**src/rtl/vga_timing_pkg.sv**
```systemverilog
// Shared timing constants, region decode and sync-bundle helpers for the VGA output stage.
// Defaults describe 640x480@60 with a 25 MHz pixel clock.
package vga_timing_pkg;

    localparam int unsigned H_ACTIVE_DEF = 640;
    localparam int unsigned H_FP_DEF     = 16;
    localparam int unsigned H_SYNC_DEF   = 96;
    localparam int unsigned H_BP_DEF     = 48;
    localparam int unsigned V_ACTIVE_DEF = 480;
    localparam int unsigned V_FP_DEF     = 10;
    localparam int unsigned V_SYNC_DEF   = 2;
    localparam int unsigned V_BP_DEF     = 33;

    localparam int unsigned H_TOTAL_DEF = H_ACTIVE_DEF + H_FP_DEF + H_SYNC_DEF + H_BP_DEF;
    localparam int unsigned V_TOTAL_DEF = V_ACTIVE_DEF + V_FP_DEF + V_SYNC_DEF + V_BP_DEF;

    localparam int unsigned H_CNT_W = 11;
    localparam int unsigned V_CNT_W = 10;

    typedef enum logic [1:0] {
        REGION_ACTIVE,
        REGION_FP,
        REGION_SYNC,
        REGION_BP
    } region_e;

    typedef struct packed {
        logic hs;
        logic vs;
        logic active;
    } syncBundle_t;

    function automatic region_e decodeRegion(
        input int unsigned pos,
        input int unsigned activeLen,
        input int unsigned fpLen,
        input int unsigned syncLen
    );
        region_e region;
        if (pos < activeLen) begin
            region = REGION_ACTIVE;
        end else if (pos < activeLen + fpLen) begin
            region = REGION_FP;
        end else if (pos < activeLen + fpLen + syncLen) begin
            region = REGION_SYNC;
        end else begin
            region = REGION_BP;
        end
        return region;
    endfunction

    function automatic syncBundle_t syncIdle(input bit hsPol, input bit vsPol);
        syncBundle_t idle;
        idle.hs     = ~hsPol;
        idle.vs     = ~vsPol;
        idle.active = 1'b0;
        return idle;
    endfunction

endpackage

```
**src/rtl/vga_sync_counter.sv**
```systemverilog
// Raster h/v counters with registered request/position/frame-start outputs and
// raw (unaligned) sync/blank flags describing the same counter position.
module vga_sync_counter
    import vga_timing_pkg::*;
#(
    parameter int unsigned H_ACTIVE = H_ACTIVE_DEF,
    parameter int unsigned H_FP     = H_FP_DEF,
    parameter int unsigned H_SYNC   = H_SYNC_DEF,
    parameter int unsigned H_BP     = H_BP_DEF,
    parameter int unsigned V_ACTIVE = V_ACTIVE_DEF,
    parameter int unsigned V_FP     = V_FP_DEF,
    parameter int unsigned V_SYNC   = V_SYNC_DEF,
    parameter int unsigned V_BP     = V_BP_DEF,
    parameter bit          HS_POL   = 1'b0,
    parameter bit          VS_POL   = 1'b0
) (
    input  logic               iCLK,
    input  logic               iRST,
    output logic               oRequest,
    output logic [H_CNT_W-1:0] oX,
    output logic [V_CNT_W-1:0] oY,
    output logic               oFrameStart,
    output syncBundle_t        oSyncRaw
);

    localparam int unsigned H_TOTAL = H_ACTIVE + H_FP + H_SYNC + H_BP;
    localparam int unsigned V_TOTAL = V_ACTIVE + V_FP + V_SYNC + V_BP;

    localparam logic [H_CNT_W-1:0] H_LAST = H_CNT_W'(H_TOTAL - 1);
    localparam logic [V_CNT_W-1:0] V_LAST = V_CNT_W'(V_TOTAL - 1);

    logic [H_CNT_W-1:0] hCnt;
    logic [V_CNT_W-1:0] vCnt;
    logic [H_CNT_W-1:0] hNext;
    logic [V_CNT_W-1:0] vNext;
    logic               hWrap;
    region_e            hRegion;
    region_e            vRegion;
    syncBundle_t        syncNext;
    logic               frameStartNext;

    // Outputs are computed from the next counter value so that, once registered,
    // they describe the counter position of the same cycle.
    always_comb begin
        hWrap = (hCnt == H_LAST);
        hNext = hWrap ? '0 : hCnt + H_CNT_W'(1);
        vNext = vCnt;
        if (hWrap) begin
            vNext = (vCnt == V_LAST) ? '0 : vCnt + V_CNT_W'(1);
        end

        hRegion = decodeRegion(32'(hNext), H_ACTIVE, H_FP, H_SYNC);
        vRegion = decodeRegion(32'(vNext), V_ACTIVE, V_FP, V_SYNC);

        syncNext.hs     = (hRegion == REGION_SYNC) ? HS_POL : ~HS_POL;
        syncNext.vs     = (vRegion == REGION_SYNC) ? VS_POL : ~VS_POL;
        syncNext.active = (hRegion == REGION_ACTIVE) && (vRegion == REGION_ACTIVE);

        frameStartNext = (hNext == '0) && (vNext == '0);
    end

    always_ff @(posedge iCLK or posedge iRST) begin
        if (iRST) begin
            hCnt        <= H_LAST;
            vCnt        <= V_LAST;
            oRequest    <= 1'b0;
            oX          <= '0;
            oY          <= '0;
            oFrameStart <= 1'b0;
            oSyncRaw    <= syncIdle(HS_POL, VS_POL);
        end else begin
            hCnt        <= hNext;
            vCnt        <= vNext;
            oRequest    <= syncNext.active;
            oX          <= hNext;
            oY          <= vNext;
            oFrameStart <= frameStartNext;
            oSyncRaw    <= syncNext;
        end
    end

endmodule

```
**src/rtl/vga_timing_out.sv**
```systemverilog
// VGA output stage: raster timing, one-cycle-ahead pixel request, and DAC pin
// registers with sync/blank aligned to the returned pixel (fixed latency 2).
module vga_timing_out
    import vga_timing_pkg::*;
#(
    parameter int unsigned H_ACTIVE = H_ACTIVE_DEF,
    parameter int unsigned H_FP     = H_FP_DEF,
    parameter int unsigned H_SYNC   = H_SYNC_DEF,
    parameter int unsigned H_BP     = H_BP_DEF,
    parameter int unsigned V_ACTIVE = V_ACTIVE_DEF,
    parameter int unsigned V_FP     = V_FP_DEF,
    parameter int unsigned V_SYNC   = V_SYNC_DEF,
    parameter int unsigned V_BP     = V_BP_DEF,
    parameter bit          HS_POL   = 1'b0,
    parameter bit          VS_POL   = 1'b0,
    parameter int unsigned IN_W     = 10,
    parameter int unsigned OUT_W    = 8
) (
    input  logic               iCLK,
    input  logic               iRST,
    input  logic [IN_W-1:0]    iRed,
    input  logic [IN_W-1:0]    iGreen,
    input  logic [IN_W-1:0]    iBlue,
    output logic               oRequest,
    output logic [H_CNT_W-1:0] oX,
    output logic [V_CNT_W-1:0] oY,
    output logic               oFrameStart,
    output logic [OUT_W-1:0]   oVGA_R,
    output logic [OUT_W-1:0]   oVGA_G,
    output logic [OUT_W-1:0]   oVGA_B,
    output logic               oVGA_HS,
    output logic               oVGA_VS,
    output logic               oVGA_BLANK_N,
    output logic               oVGA_SYNC_N
);

    syncBundle_t      syncRaw;
    syncBundle_t      syncD1;
    logic [OUT_W-1:0] redTrunc;
    logic [OUT_W-1:0] greenTrunc;
    logic [OUT_W-1:0] blueTrunc;
    logic             unusedColourLsbs;

    vga_sync_counter #(
        .H_ACTIVE (H_ACTIVE),
        .H_FP     (H_FP),
        .H_SYNC   (H_SYNC),
        .H_BP     (H_BP),
        .V_ACTIVE (V_ACTIVE),
        .V_FP     (V_FP),
        .V_SYNC   (V_SYNC),
        .V_BP     (V_BP),
        .HS_POL   (HS_POL),
        .VS_POL   (VS_POL)
    ) syncCounter (
        .iCLK        (iCLK),
        .iRST        (iRST),
        .oRequest    (oRequest),
        .oX          (oX),
        .oY          (oY),
        .oFrameStart (oFrameStart),
        .oSyncRaw    (syncRaw)
    );

    // MSB truncation; the dropped LSBs are intentionally discarded.
    assign redTrunc         = iRed[IN_W-1 -: OUT_W];
    assign greenTrunc       = iGreen[IN_W-1 -: OUT_W];
    assign blueTrunc        = iBlue[IN_W-1 -: OUT_W];
    assign unusedColourLsbs = ^{iRed, iGreen, iBlue};

    assign oVGA_SYNC_N = 1'b0;

    // syncD1 lines the flags up with the pixel arriving from upstream; the pin
    // registers then capture flags and pixel together.
    always_ff @(posedge iCLK or posedge iRST) begin
        if (iRST) begin
            syncD1       <= syncIdle(HS_POL, VS_POL);
            oVGA_R       <= '0;
            oVGA_G       <= '0;
            oVGA_B       <= '0;
            oVGA_HS      <= ~HS_POL;
            oVGA_VS      <= ~VS_POL;
            oVGA_BLANK_N <= 1'b0;
        end else begin
            syncD1       <= syncRaw;
            oVGA_R       <= syncD1.active ? redTrunc   : '0;
            oVGA_G       <= syncD1.active ? greenTrunc : '0;
            oVGA_B       <= syncD1.active ? blueTrunc  : '0;
            oVGA_HS      <= syncD1.hs;
            oVGA_VS      <= syncD1.vs;
            oVGA_BLANK_N <= syncD1.active;
        end
    end

endmodule
```
**config.mk**
```make
export PLATFORM = sky130hd
export DESIGN_NAME = vga_timing_out
export DESIGN_NICKNAME = d
export VERILOG_FILES = /design/src/rtl/vga_timing_pkg.sv /design/src/rtl/vga_sync_counter.sv /design/src/rtl/vga_timing_out.sv
export SDC_FILE = /design/constraint.sdc
export NUM_CORES = 1
export LEC_CHECK = 0
export CAP_MARGIN = 40
export CORE_MARGIN = 2
export CORE_UTILIZATION = 40
export DETAILED_ROUTE_END_ITERATION = 7
export DONT_BUFFER_PORTS = 1
export GPL_TIMING_DRIVEN = 1
export PLACE_DENSITY = 0.57
export SLEW_MARGIN = 20
export SYNTH_ARGS = -nofsm -noshare
export SYNTH_HDL_FRONTEND = slang
export SYNTH_HIERARCHICAL = 1
export SYNTH_SLANG_ARGS = --single-unit
```
**constraint.sdc**
```tcl
create_clock -name iCLK -period 2.2 [get_ports iCLK]
set_input_delay 0.22 -clock iCLK [delete_from_list [all_inputs] [get_ports iCLK]]
set_output_delay 0.22 -clock iCLK [all_outputs]
set_load 0.01 [all_outputs]
```
==> metrics.md <==
| Metric | Value |
|---|---|
| Setup slack of the worst register-to-register path | 0.004 ns |
| Pre-CTS worst setup slack | 0.0173 ns |
| Count of routing violations after the opening detailed-route iteration | 70 |
| Height of the chip | 88.0 um |
| Number of max-cap violations | 0 |
| Latest clock arrival within the worst-skew pair | 0.33 ns |
| Routed len/inst | 15.4 um |
| Number of H-tree branching levels | 3 |
| Part of the cycle the worst path needs | 0.998 |
| Number of filler instances in the final layout | 582 |
| RSZ-0062 raised after global routing | true |
| Worst min-delay path class | primary input to flip-flop |
| Routability congestion estimate | 0.816 |
| Final design area excluding fillers | 3440 um^2 |
| Syn avg cell area | 11.6 um^2 |
| Post-synth top area share | 0.435 |
| Final Setup Violations | 0 |
| Total grt overflow | 0 |
| Final Hold Viols | 0 |
| Leak Pwr | 1.53 nW |
| Placeable core area | 6790 um^2 |
| Slew of the pin with the lowest slew margin | 0.550 ns |
| Total length of routed wires | 5700 um |
| Port Buf Inserts | 0 |
| Initial core utilization | 0.415 |
| Post-detailed-placement half-perimeter wirelength | 4030 um |
| Leading cell types in the layout, fill and taps excluded | 49 x sky130_fd_sc_hd__dfrtp_1, 36 x sky130_fd_sc_hd__buf_4, 21 x sky130_fd_sc_hd__nand2_1 |
| Root cell of the clock tree | sky130_fd_sc_hd__clkbuf_8 |
| Result of the run | finished, final reports clean |
| Antenna cells | 0 |
| Final critical-path setup slack | 0.00448 ns |
| Number of warning messages in the yosys log | 6 |
| Instance count of the mapped netlist | 243 |
| Cell type with the highest aggregate area in the netlist | sky130_fd_sc_hd__dfrtp_1 |
| Via count of the first global-routing pass | 1814 |
| Via-per-instance ratio | 4.95 |
| Share of synthesized registers carrying an async set or reset | 1.00 |
| Critical path launch point type | flip-flop |
| Remaining design rule violation count | 0 |
| Cell area after technology mapping | 2820 um^2 |
| Clock tree sinks | 65 |
| Net count of the mapped netlist | 278 |
| Flip-flop and latch count after synthesis | 65 |
| Critical Path RT | 2.47 ns |
| Die X-Extent | 88.0 um |
| Most common library cell in the layout ignoring fill and taps | sky130_fd_sc_hd__dfrtp_1 |
| Antenna violations before repair | 0 |
| Post-synthesis cell type count | 45 |
| Tot GR Track Use | 0.161 |
| Fin crit period | 2.20 ns |
| Total clock buffers created by CTS | 9 |
| Global-route wire length before repair | 9240 um |
| Area overhead of the layout relative to synthesis | 21.9% |
| Type of the worst setup path | flip-flop to flip-flop |
| Relative slew slack | 0.634 |
| Largest voltage drop on the vdd net | 0.000339 V |
| Crit path arrival time | 2.46 ns |
| Layout net count | 304 |
| Largest net degree at the start of global routing | 36 |
| Total die area | 7740 um^2 |
| Post-CTS clock slew at the launch and capture registers of the worst setup and hold paths | 0.07 ns |
| Peak fanout along the critical path | 4 |
| Placed instance area | 3050 um^2 |
| Share of synthesized area occupied by flip-flops and latches | 0.584 |
| Antenna-violating nets left | 0 |
| Max Transition Viols Final | 0 |
| Maximum buffer depth of the clock tree | 2 |
| Type of destination of the critical path | flip-flop |
| Number of enable flip-flop cells after synthesis | 0 |
| Share of post-route cells with drive strength above 1 | 0.365 |
| Std-Cell Rows | 30 |
| Top cells by area, synth | sky130_fd_sc_hd__dfrtp_1 43%, sky130_fd_sc_hd__dfstp_2 15%, sky130_fd_sc_hd__and2_2 4.8% |
| Highest achievable clock rate | 455 MHz |
| Length of the first detailed-routing pass in iterations | 4 |
| Power per cell area | 797 nW/um^2 |
| Ports | 83 |
| Via count | 1833 |
| TritonCTS clock tree | done |
| Clock skew after layout | 0.00870 ns |
| Synth Flop Type | sky130_fd_sc_hd__dfrtp_1 |
kinds of logic (layout without fill, tap and decap cells):
kind of cell	after synthesis	after routing	synth area share
buffers and inverters	33	64	0.0715
flip-flops	65	65	0.584
AND/OR/NAND/NOR	101	101	0.224
adder cells (fa/ha/maj)	3	3	0.0133
other	1	1	0.00133
XOR/XNOR	15	15	0.0466
AO/OA/AOI/OAI	25	25	0.0595
through the flow:
stage / utilization / setup TNS, ns / hold WS (ns) / total power [W] / instances
2_1_floorplan: - / -0.0124 / 0.308 / 0.00130 / 243
3_3_place_gp: 0.449 / 0 / 0.200 / 0.00131 / 350
3_5_place_dp: 0.449 / 0 / 0.199 / 0.00131 / 350
4_1_cts: 0.494 / 0 / 0.000856 / 0.00277 / 367
5_1_grt: 0.506 / -0.0701 / 0.000812 / 0.00284 / 370
6_report: 0.506 / 0 / 0.0200 / 0.00274 / 370
synth_stat cells (2+ instances only):
library cell,number
sky130_fd_sc_hd__and4_1,6
sky130_fd_sc_hd__a41oi_1,2
sky130_fd_sc_hd__ha_1,3
sky130_fd_sc_hd__or3_1,2
sky130_fd_sc_hd__and2_2,18
sky130_fd_sc_hd__a32oi_1,2
sky130_fd_sc_hd__and2_1,9
sky130_fd_sc_hd__buf_2,5
sky130_fd_sc_hd__nand4_1,5
sky130_fd_sc_hd__nand3_1,11
sky130_fd_sc_hd__xnor2_1,7
sky130_fd_sc_hd__and3_1,5
sky130_fd_sc_hd__xor2_1,8
sky130_fd_sc_hd__clkbuf_1,3
sky130_fd_sc_hd__nand2_1,21
sky130_fd_sc_hd__inv_1,9
sky130_fd_sc_hd__dfrtp_1,49
sky130_fd_sc_hd__a21oi_1,4
sky130_fd_sc_hd__buf_6,3
sky130_fd_sc_hd__nor2_1,6
sky130_fd_sc_hd__dfstp_2,16
sky130_fd_sc_hd__nor3b_1,3
sky130_fd_sc_hd__buf_4,13
sky130_fd_sc_hd__o21ai_0,9
sky130_fd_sc_hd__nor3_1,4
critical path, stage by stage (launching register included):
cell	delay (ns)
sky130_fd_sc_hd__dfstp_2	0.55
sky130_fd_sc_hd__ha_4	0.15
sky130_fd_sc_hd__and4_4	0.23
sky130_fd_sc_hd__and3_4	0.22
sky130_fd_sc_hd__nand3_4	0.07
sky130_fd_sc_hd__or3_4	0.40
sky130_fd_sc_hd__a2111oi_4	0.29
sky130_fd_sc_hd__and4_1	0.22
layout make-up:
cell class | count | area, um^2 | area share
Sequential cell | 65 | 1650 | 0.479
Inverter | 9 | 33.8 | 0.00983
Clock buffer | 11 | 141 | 0.0412
Multi-Input combinational cell | 145 | 1040 | 0.304
Timing Repair Buffer | 39 | 300 | 0.0874
Tap cell | 96 | 120 | 0.0350
Clock inverter | 5 | 150 | 0.0437
flip-flops by register name, summed over array words and instances, names as in the netlist:
register / cells
syncCounter/oSyncRaw: 3
oVGA_HS: 1
syncD1: 3
oVGA_B: 8
syncCounter/oFrameStart: 1
oVGA_R: 8
oVGA_BLANK_N: 1
oVGA_VS: 1
syncCounter/oX: 7
syncCounter/oY: 3
syncCounter/vCnt: 10
syncCounter/hCnt: 11
oVGA_G: 8
final timing paths:
kind                            depth (start not counted)                                end                              start
worst max-delay path                                    7  syncCounter/oFrameStart$_DFF_PP0_      syncCounter/hCnt[1]$_DFF_PP1_
worst min-delay path                                    1                oVGA_B[3]$_DFF_PP0_                           iBlue[5]
worst max register to register                          7  syncCounter/oFrameStart$_DFF_PP0_      syncCounter/hCnt[1]$_DFF_PP1_
worst min register to register                          0                syncD1[2]$_DFF_PP1_  syncCounter/oSyncRaw[2]$_DFF_PP1_
max in group asynchronous                               3  syncCounter/oSyncRaw[2]$_DFF_PP1_                               iRST
min in group asynchronous                               3                oVGA_G[4]$_DFF_PP0_                               iRST
metal layers:
| metal | global-route usage | routed length (um) | vias to the layer above |
|---|---|---|---|
| li1 | - | - | 867 |
| met1 | 0.208 | 2460 | 862 |
| met2 | 0.237 | 2580 | 95 |
| met3 | 0.0613 | 590 | 9 |
| met4 | 0.0783 | 72 | 0 |
| met5 | 0 | 0 | - |
where the power goes:
part | switching, W | leakage, nW | total [W] | internal (W)
clock | 0.000435 | 0.144 | 0.00145 | 0.00101
sequential | 0.0000197 | 0.766 | 0.00124 | 0.00122
combinational | 0.0000284 | 0.619 | 0.0000494 | 0.0000210
what timing repair did:
item                                    4_1_cts  5_1_grt
endpoints found under the hold margin        49        2
pin swaps                                     0        3
endpoints found under the setup margin        1        4
resized for setup                             1        9
buffers inserted                              0        1
hold buffers                                  1        2
Power figures use the tool's default switching activity.
